`src/rtl/operand_normalizer.sv`:
```
// Leading-one normalizer for the two 16-bit multiplier operands: each operand is shifted left
// until its MSB is set, yielding an 8-bit mantissa and a shift count per operand.
module operand_normalizer #(
    parameter int DATA_W = 16,
    parameter int MANT_W = 8,
    parameter int CNT_W  = 4
) (
    input  logic              clk,
    input  logic              rst,
    input  logic [DATA_W-1:0] din,
    input  logic              ld_a,
    input  logic              ld_b,
    input  logic              start,
    output logic              busy,
    output logic              done,
    output logic [MANT_W-1:0] mant_a,
    output logic [MANT_W-1:0] mant_b,
    output logic [CNT_W-1:0]  sh_a,
    output logic [CNT_W-1:0]  sh_b,
    output logic              zero_a,
    output logic              zero_b
);

    typedef enum logic [1:0] {
        IDLE = 2'd0,
        NORM = 2'd1,
        DONE = 2'd2
    } state_t;

    state_t     state_q;
    state_t     state_d;
    logic [1:0] ld_vec;
    logic [1:0] need_shift;
    logic       in_idle;
    logic       in_norm;

    assign ld_vec  = {ld_b, ld_a};
    assign in_idle = (state_q == IDLE);
    assign in_norm = (state_q == NORM);

    // Lane 0 is operand A, lane 1 is operand B; both lanes step in lockstep.
    for (genvar gi = 0; gi < 2; gi++) begin : gen_lane
        logic [DATA_W-1:0] op_q;
        logic [DATA_W-1:0] op_d;
        logic [CNT_W-1:0]  sh_q;
        logic [CNT_W-1:0]  sh_d;

        // A zero operand never shifts, which also keeps the count from ever wrapping.
        assign need_shift[gi] = (op_q != '0) && !op_q[DATA_W-1];

        always_comb begin
            op_d = op_q;
            sh_d = sh_q;
            if (in_idle && ld_vec[gi]) begin
                op_d = din;
                sh_d = '0;
            end else if (in_norm && need_shift[gi]) begin
                op_d = op_q << 1;
                sh_d = sh_q + CNT_W'(1);
            end
        end

        always_ff @(posedge clk or posedge rst) begin
            if (rst) begin
                op_q <= '0;
                sh_q <= '0;
            end else begin
                op_q <= op_d;
                sh_q <= sh_d;
            end
        end
    end

    always_comb begin
        state_d = state_q;
        busy    = 1'b0;
        done    = 1'b0;
        case (state_q)
            IDLE: begin
                // A load in the same cycle takes priority and start is dropped.
                if (start && !ld_a && !ld_b) begin
                    state_d = NORM;
                end
            end
            NORM: begin
                busy = 1'b1;
                if (need_shift == 2'b00) begin
                    state_d = DONE;
                end
            end
            DONE: begin
                busy    = 1'b1;
                done    = 1'b1;
                state_d = IDLE;
            end
            default: state_d = IDLE;
        endcase
    end

    always_ff @(posedge clk or posedge rst) begin
        if (rst) begin
            state_q <= IDLE;
        end else begin
            state_q <= state_d;
        end
    end

    assign mant_a = gen_lane[0].op_q[DATA_W-1 -: MANT_W];
    assign mant_b = gen_lane[1].op_q[DATA_W-1 -: MANT_W];
    assign sh_a   = gen_lane[0].sh_q;
    assign sh_b   = gen_lane[1].sh_q;
    assign zero_a = (gen_lane[0].op_q == '0);
    assign zero_b = (gen_lane[1].op_q == '0);

endmodule
```
`config.mk`:
```
export PLATFORM = sky130hd
export DESIGN_NAME = operand_normalizer
export DESIGN_NICKNAME = d
export VERILOG_FILES = /design/src/rtl/operand_normalizer.sv
export SDC_FILE = /design/constraint.sdc
export NUM_CORES = 1
export LEC_CHECK = 0
export ABC_CLOCK_PERIOD_IN_PS = 1500
export BUFFER_PORTS_ARGS = -buffer_cell sky130_fd_sc_hd__clkbuf_2
export CAP_MARGIN = 20
export CORE_UTILIZATION = 49
export CTS_CLUSTER_SIZE = 10
export DETAILED_ROUTE_END_ITERATION = 10
export PLACE_DENSITY = 0.74
export SLEW_MARGIN = 20
export SYNTH_ARGS = -nofsm -noshare
export SYNTH_HDL_FRONTEND = slang
export SYNTH_SLANG_ARGS = --single-unit
```
`constraint.sdc`:
```
create_clock -name clk -period 1.5 [get_ports clk]
set_input_delay 0.45 -clock clk [delete_from_list [all_inputs] [get_ports clk]]
set_output_delay 0.45 -clock clk [all_outputs]
set_load 0.02 [all_outputs]
```
# Word level (Yosys, flattened, before mapping)
# Index checks and enable logic that the tools add are counted.
# word_totals
out_inout_bits	28
reg_bits	42
# op_classes
reduce_logical	22
n_eq_ne	4
add_sub_neg	2
muxes	13
# ops
operator	count
two-way mux 16 bit	4
logical NOT 16 bit	2
nonzero test 16 bit	2
two-way mux 4 bit	4
adder 4 x 1 -> 4 bit, second input constant	2
logical AND 1 bit	8
logical NOT 1 bit	4
logical NOT 2 bit	2
two-way mux 2 bit	2
inequality test 2 x 1 -> 1 bit, second input constant	2
one-hot mux 2 bit (2 select lines)	1
nonzero test 2 bit	2
== test 2 x 1 -> 1 bit, second input constant	1
== test 2 bit, second input constant	1
two-way mux 1 bit	2
AND reduction 2 bit	1
OR reduction 2 bit	1

# Logic depth before layout (Yosys ltp)
# Gate-level depths: netlist (run 1).
# logic_depth
ltp_word	5
depth_mapped	8

# Least setup slack after synthesis (run 1)
# Ideal clock, no wire load.
# synth_timing
path_type	register -> register
start	reg state_q[1]
end	reg gen_lane[0].op_q[10]
n_path_buf	1
setup_ns	0.137
synth_period_minus_slack_ns	1.673
t_arrival_ns	1.536
slack_ns	-0.173
stages_incl_launch_ff	8
cell_sequence	dfrtp_1 -> inv_1 -> ha_1 -> nand2b_1 -> a41oi_2 -> buf_6 -> mux2i_1 -> a21oi_1
# synth_via
elab_chain_cells	3
elab_cells_between_ends	6
classes_between	1 x eq/ne; 1 x mux; 4 x reduce/logical
# synth_rtl
item	line_no	source
from (decl)	30	state_t state_q;
from (signal assigned)	104	state_q <= state_d;
== test 2 x 1 -> 1 bit / logical NOT 2 bit (equally long branches)	39, 38	
logical AND 1 bit, on equally long branches	57, 54	
nonzero test 2 bit (no source line) / two-way mux 16 bit (equally long branches)	--	
to (signal assigned)	68	op_q <= op_d;
to (decl)	43	logic [DATA_W-1:0] op_q;
# Parallel ways exist; a longest one is shown, timed or not.
# A chain may end at the register's enable or synchronous reset.

# Final worst setup path (run 1)
# layout_timing
start	reg gen_lane[1].op_q[14]
end	out zero_b
# layout_via
elab_chain_cells	1
# layout_rtl
item	line_no	source
from (decl)	43	
from (signal assigned)	68	
logical NOT 16 bit	113	assign zero_b = (gen_lane[1].op_q == '0);
to (decl)	21	output logic zero_b
# No other way between the ends.

==> metrics.txt, run 1 <==
CTS tree=done; Placed Cells=about 370; Yosys top cell by area=dfrtp_1; critical-path cell list=nor4_4 > and4_4 > buf_8; Iteration-0 DRC Markers=137; number of synthesis warnings=0; syn nets=271; top-count cell post-synth=dfrtp_1; Critical Path End Type=output port; Ports=slightly below 50; failing checks=negative setup slack; FP Rows=24; CP bufs+invs=1; CORE AREA=0.00450 mm2; P_leak=roughly 1.6 nW; final period utilization=1.29; grt ovf=0; Hold WC Path Type=input pin to async pin; DR vias=2349; CP max-delay cell=dfrtp_1; layout cells sized above 1=0.573; status=finished with violations; CTS H-Tree Depth=2; vias in the first global route=2075; WP data arrival=1480 ps; crit path kind=flip-flop to output port; EDFF count, synth=0; Total Wirelength=~7.7 mm; Max Clock Skew=3.18 ps; crit start category=flip-flop; CTS buffer count=5; clk sinks=42; First-pass DRT Iterations=4; area grow syn2layout=59.8%; worst slew pin tran=353 ps; CTS Root Cell=clkbuf_8; Die Width=71.6 um; DRC Markers=0; synth cell count leaders=42 x dfrtp_1, 35 x a21oi_1, 33 x nor2_1; pins over their slew limit=0; Async SR Flop Fraction=1.00; Clk Latency, worst-skew pair=310 ps; #FFs+latches synth=42; Critical Path RT=1050 ps; CP peak stage delay=430 ps; Port Buf Inserts=48; Nets=~370; die area=around 0.005 mm2; ant diodes=0; Post-DP Area=0.00297 mm2; via density per instance=5.96; PD cells=between 2000 and 2500 mW/mm2; VDD IR max=1.69 mV; CTS clk-pin slew, worst paths=80 ps; top_reg_cell synth=dfrtp_1; ranking of synthesized cells by area=dfrtp_1 44%, a21oi_1 7.4%, mux2i_1 6.8%; drt wl/cell=19.7 um; top fanout value on the critical path=2; register area share after synthesis=0.443; Max Cap Violations=0; Routed Antenna Nets=0; Finished Layout Cells=394; Bufs on Longest Clock Path=2; All-Layer GR Usage=0.261; Final WS setup=-435 ps; RD Place Congestion=0.813; RSZ-0062 raised after global routing=yes; worst slew margin relative to its limit=0.764; DP Wirelength=4.25 mm; Synth Instances=between 200 and 250; Setup violations, final=50; critical path's top delay family=simple AND/OR/NAND/NOR gates; fin crit period=1930 ps; Mean Syn Cell Area=9.72 um2; height of the die=around 72 um; post-synth cell types=32; top cell type's share of synthesized area=0.443; initial antenna violation count=0; f_max=517 MHz; Initial Utilization=0.526; mapped cell area=0.00237 mm2; pin count of the biggest net entering global routing=43; Final Hold Fails=0; design area=0.00379 mm2; first-pass GRT wire length=a little over 10 mm
==> layout make-up <==
class                   instances  area (um2)
inverters                       4        15.0
repair buffers                122        1000
well taps                      52        65.1
multi-input cells             166        1560
clock inverters                 1        5.00
fillers                       244         716
clock buffers                   7        86.3
flip-flops and latches         42        1050
==> timing repair <==
action,in CTS,in global routing
gates resized for setup,28,113
hold buffers,0,0
endpoints found under the setup margin,45,53
buffers inserted,8,12
gates cloned,2,2
hold endpoints to repair,0,0
pin swaps,23,51
==> worst paths after layout <==
path	startpoint	endpoint	cells after the start	slack, ps
worst min register to register	sh_a[3]	sh_a[3]	2	540
worst min-delay path	rst	sh_a[2]	3	180
worst max-delay path	gen_lane[1].op_q[14]	zero_b	3	-430
max in group asynchronous	rst	gen_lane[1].op_q[1]	3	1090
min in group clk	din[7]	gen_lane[0].op_q[7]	3	400
worst max register to register	gen_lane[1].op_q[14]	state_q[0]	5	-360
==> power breakdown <==
part / total (mW) / internal (mW) / switching (mW)
Sequential: 2.29 / 1.65 / 0.643
Combinational: 5.72 / 2.76 / 2.96
Clock: 0.778 / 0.372 / 0.407
==> layout by cell type, fill, tap and decap left out, types with 2 or more instances in the layout <==
cell type | Yosys | routed
buf_6 | 2 | 28
nor2_1 | 33 | 33
nand2_1 | 8 | 8
inv_1 | 4 | 2
nor4_4 | 4 | 8
mux2i_1 | 16 | 15
o21ai_4 | 0 | 3
clkbuf_8 | 0 | 7
dfrtp_1 | 42 | 39
a41oi_4 | 0 | 2
dfrtp_2 | 0 | 3
clkbuf_2 | 0 | 37
ha_1 | 6 | 3
a31oi_1 | 17 | 5
a31oi_4 | 0 | 11
buf_8 | 0 | 4
o21ai_1 | 0 | 6
nand3_2 | 0 | 2
buf_12 | 0 | 3
ha_4 | 0 | 3
a21oi_2 | 0 | 12
inv_2 | 0 | 2
buf_4 | 16 | 49
a21oi_1 | 35 | 22
o21ai_2 | 0 | 9
a41o_1 | 2 | 2
==> sequential cells by signal, indices dropped and copies added, names as in the netlist <==
name and count:
gen_lane.op_q 32, sh_a 4, sh_b 4, state_q 2
==> through the flow <==
| stage | power (mW) | hold slack (ps) | setup TNS [ps] | util | worst slack (ps) |
|---|---|---|---|---|---|
| 2_1_floorplan | 4.62 | 507 | -648 | - | -99.4 |
| 4_1_cts | 7.06 | 193 | -7150 | 0.721 | -443 |
| 3_5_place_dp | 5.91 | 515 | -4220 | 0.660 | -163 |
| 5_1_grt | 9.18 | 192 | -13310 | 0.841 | -488 |
| 6_report | 8.80 | 175 | -10440 | 0.841 | -435 |
| 3_3_place_gp | 5.79 | 509 | -2770 | 0.660 | -127 |
==> layer usage <==
metal / vias to the layer above / GRT usage / part of all wire
met5: - / 0 / 0
met2: 86 / 0.448 / 0.52
li1: 1067 / - / -
met3: 24 / 0.0563 / 0.046
met4: 0 / 0.0763 / 0.027
met1: 1172 / 0.335 / 0.40
==> worst reg2reg max path, delay by kind of cell (launching register included) <==
kind / cells / cell delay (ps)
flip-flops: 1 / 430
AO/OA/AOI/OAI: 2 / 460
multiplexers: 1 / 320
AND/OR/NAND/NOR: 1 / 340
buffers and inverters: 1 / 190
==> logic make-up (layout without fill, tap and decap cells) <==
| kind of cell | count (synthesis) | in the layout | share of synthesized area |
|---|---|---|---|
| AOI/OAI and AO/OA | 80 | 80 | 0.202 |
| xor gates and xnor gates | 1 | 1 | 0.00369 |
| adders and majority gates | 6 | 6 | 0.0317 |
| buffers and inverters | 36 | 134 | 0.0918 |
| DFF | 42 | 42 | 0.443 |
| muxes | 17 | 17 | 0.0723 |
| and+or+nand+nor | 62 | 62 | 0.156 |
Note: power is estimated with default switching activity, not from simulation.
==> inputs of run 2 (changes only) <==
--- a/config.mk
+++ b/config.mk
@@ -6,11 +6,10 @@
 export NUM_CORES = 1
 export LEC_CHECK = 0
 export ABC_CLOCK_PERIOD_IN_PS = 1500
-export BUFFER_PORTS_ARGS = -buffer_cell sky130_fd_sc_hd__clkbuf_2
-export CAP_MARGIN = 20
-export CORE_UTILIZATION = 49
+export CORE_UTILIZATION = 57
 export CTS_CLUSTER_SIZE = 10
 export DETAILED_ROUTE_END_ITERATION = 10
+export DONT_BUFFER_PORTS = 1
 export PLACE_DENSITY = 0.74
 export SLEW_MARGIN = 20
 export SYNTH_ARGS = -nofsm -noshare
==> metrics.txt, run 2 (synthesized netlist as in run 1, its figures left out) <==
commonest non-fill, non-tap cell in the layout=buf_4; CTS H-Tree Depth=2 (unchanged); First-pass DRT Iterations=5 (+1); top fanout value on the critical path=3 (+1); Initial Utilization=0.593 (+0.0664); worst slew pin tran=421 ps (+68.2 ps); hold slack=78.7 ps (-96.7 ps); Setup TNS=-12270 ps (-1820 ps); height of the die=66.5 um (-7.1%); CP Launch Point=gen_lane[1].op_q[4]; RSZ-0062 raised after global routing=yes; initial antenna violation count=0 (unchanged); multi-input combinational cell area=0.00152 mm2 (-2.6%); ant diodes=0 (unchanged); die area=0.00442 mm2 (-14%); CTS tree=done; All-Layer GR Usage=0.333 (+0.0712); max FFs per register=32 (unchanged); P_leak=1.43 nW (-11%); Clk Latency, worst-skew pair=310 ps (about the same); via density per instance=6.87 (+15%); Nets=322 (-13%); Final Hold Fails=0 (unchanged); grt peak-use layer=met2; met1 GRT Util=0.391 (+0.0555); DR vias=2378 (+1.2%); first-pass GRT wire length=10.6 mm (+4.6%); crit start category=flip-flop; Port Buf Inserts=0 (-100%); Critical Path RT=1050 ps (about the same); storage element area=0.00105 mm2 (-0.24%); Total Wirelength=8.73 mm (+13%); FF-to-FF End=state_q[0]; Place WS=-196 ps (-33.4 ps); grt met3 use=0.0959 (+0.0396); worst reg2reg path depth=5 (unchanged); Bufs on Longest Clock Path=2 (unchanged); Routed Antenna Nets=0 (unchanged); CTS buffer count=5 (unchanged); vias in the first global route=2172 (+4.7%); FF-to-FF setup slack=-410 ps (-50 ps); Max Cap Violations=0 (unchanged); DRC Markers=0 (unchanged); Final WS setup=-490 ps (-55.0 ps); layout cells sized above 1=0.463 (-0.110); pins over their slew limit=0 (unchanged); Ports=49 (unchanged); grt ovf=0 (unchanged); worst slew margin relative to its limit=0.717 (-0.0468); Hold WC Path Type=input pin to async pin; WP data arrival=1540 ps (+60 ps); pin count of the biggest net entering global routing=43 (unchanged); DP Wirelength=4.20 mm (-1.2%); Max Clock Skew=14.5 ps (+11.3 ps); CTS clk-pin slew, worst paths=90 ps (about the same); failing checks=negative setup slack; Post-DP Area=0.00275 mm2 (-7.4%); GR met2 Demand/Resource=0.554 (+0.106); status=finished with violations; Placed Cells=318 (-13%); design area=0.00352 mm2 (-7.0%); crit path kind=flip-flop to output port; drt wl/cell=25.2 um (+28%); CORE AREA=0.00400 mm2 (-11%); RD Place Congestion=0.823 (+1.3%); worst r2r src=gen_lane[0].op_q[9]; Setup violations, final=46 (-8.0%); total power=8.77 mW (-0.30%); VDD IR max=1.55 mV (-7.9%); area grow syn2layout=48.5%; final period utilization=1.33 (+0.0367); Layout Utilization=0.881 (+0.0394); most frequent cells in the layout=55 x buf_4, 41 x dfrtp_1, 33 x nor2_1; clk sinks=42 (unchanged); FP Rows=23 (-4.2%); Critical Path End Type=output port; CTS Root Cell=clkbuf_8; largest reg by FF count=gen_lane.op_q; f_max=503 MHz (-2.8%); PD cells=2490 mW/mm2 (+7.2%); Iteration-0 DRC Markers=299 (+120%); Finished Layout Cells=346 (-12%); Die Width=66.5 um (-7.1%); fin crit period=1990 ps (+55.0 ps); # fillers=167 (-32%)
[run 2: cell types whose count changed in the layout (fill, tap and decap cells not counted), moves of 5 or more]
| cell | before | now |
|---|---|---|
| buf_6 | 28 | 11 |
| o21ai_1 | 6 | 1 |
| clkbuf_2 | 37 | 0 |
| buf_4 | 49 | 55 |
| o21ai_2 | 9 | 2 |
| o21ai_0 | 1 | 16 |
[run 2: final cells by class]
class | instances | share of cell area
timing repair buffer | 76 | 0.209
tap | 50 | 0.0178
inverter | 4 | 0.00426
multi-input combinational | 166 | 0.432
clock buffer | 5 | 0.0195
sequential | 42 | 0.299
clock inverter | 3 | 0.0195
[run 2: worst max-delay path by stage]
stage | cells past startpoint | slack, ps | to
after floorplan | 4 | -100 | state_q[0]
after global routing | 2 | -520 | zero_b
after global placement | 4 | -160 | state_q[0]
final | 2 | -490 | zero_b
after CTS | 3 | -390 | zero_b
after detailed placement | 4 | -200 | state_q[0]
[run 2: power by group]
part / leakage (nW) / internal (mW) / switching, mW / total (mW)
Sequential: 0.489 / 1.64 / 0.658 / 2.30
Combinational: 0.873 / 2.45 / 2.91 / 5.36
Clock: 0.0683 / 0.667 / 0.440 / 1.11
[run 2: layer usage]
layer,part of all wire,vias to the layer above,routed length [um]
met5,0,-,0
met4,0.064,0,559
met3,0.097,62,845
met2,0.49,153,4270
met1,0.35,1192,3060
li1,-,971,-
[run 2: repair_timing]
item	CTS	global route
pin swaps	34	27
hold buffers	0	0
cloned	3	1
endpoints found under the setup margin	46	46
buffers inserted	10	8
resized for setup	31	49
[run 2: worst max-delay path, cell delays in order (launching register included)]
cell and delay (ps):
dfrtp_1 430, nor4_4 460, and4_4 340
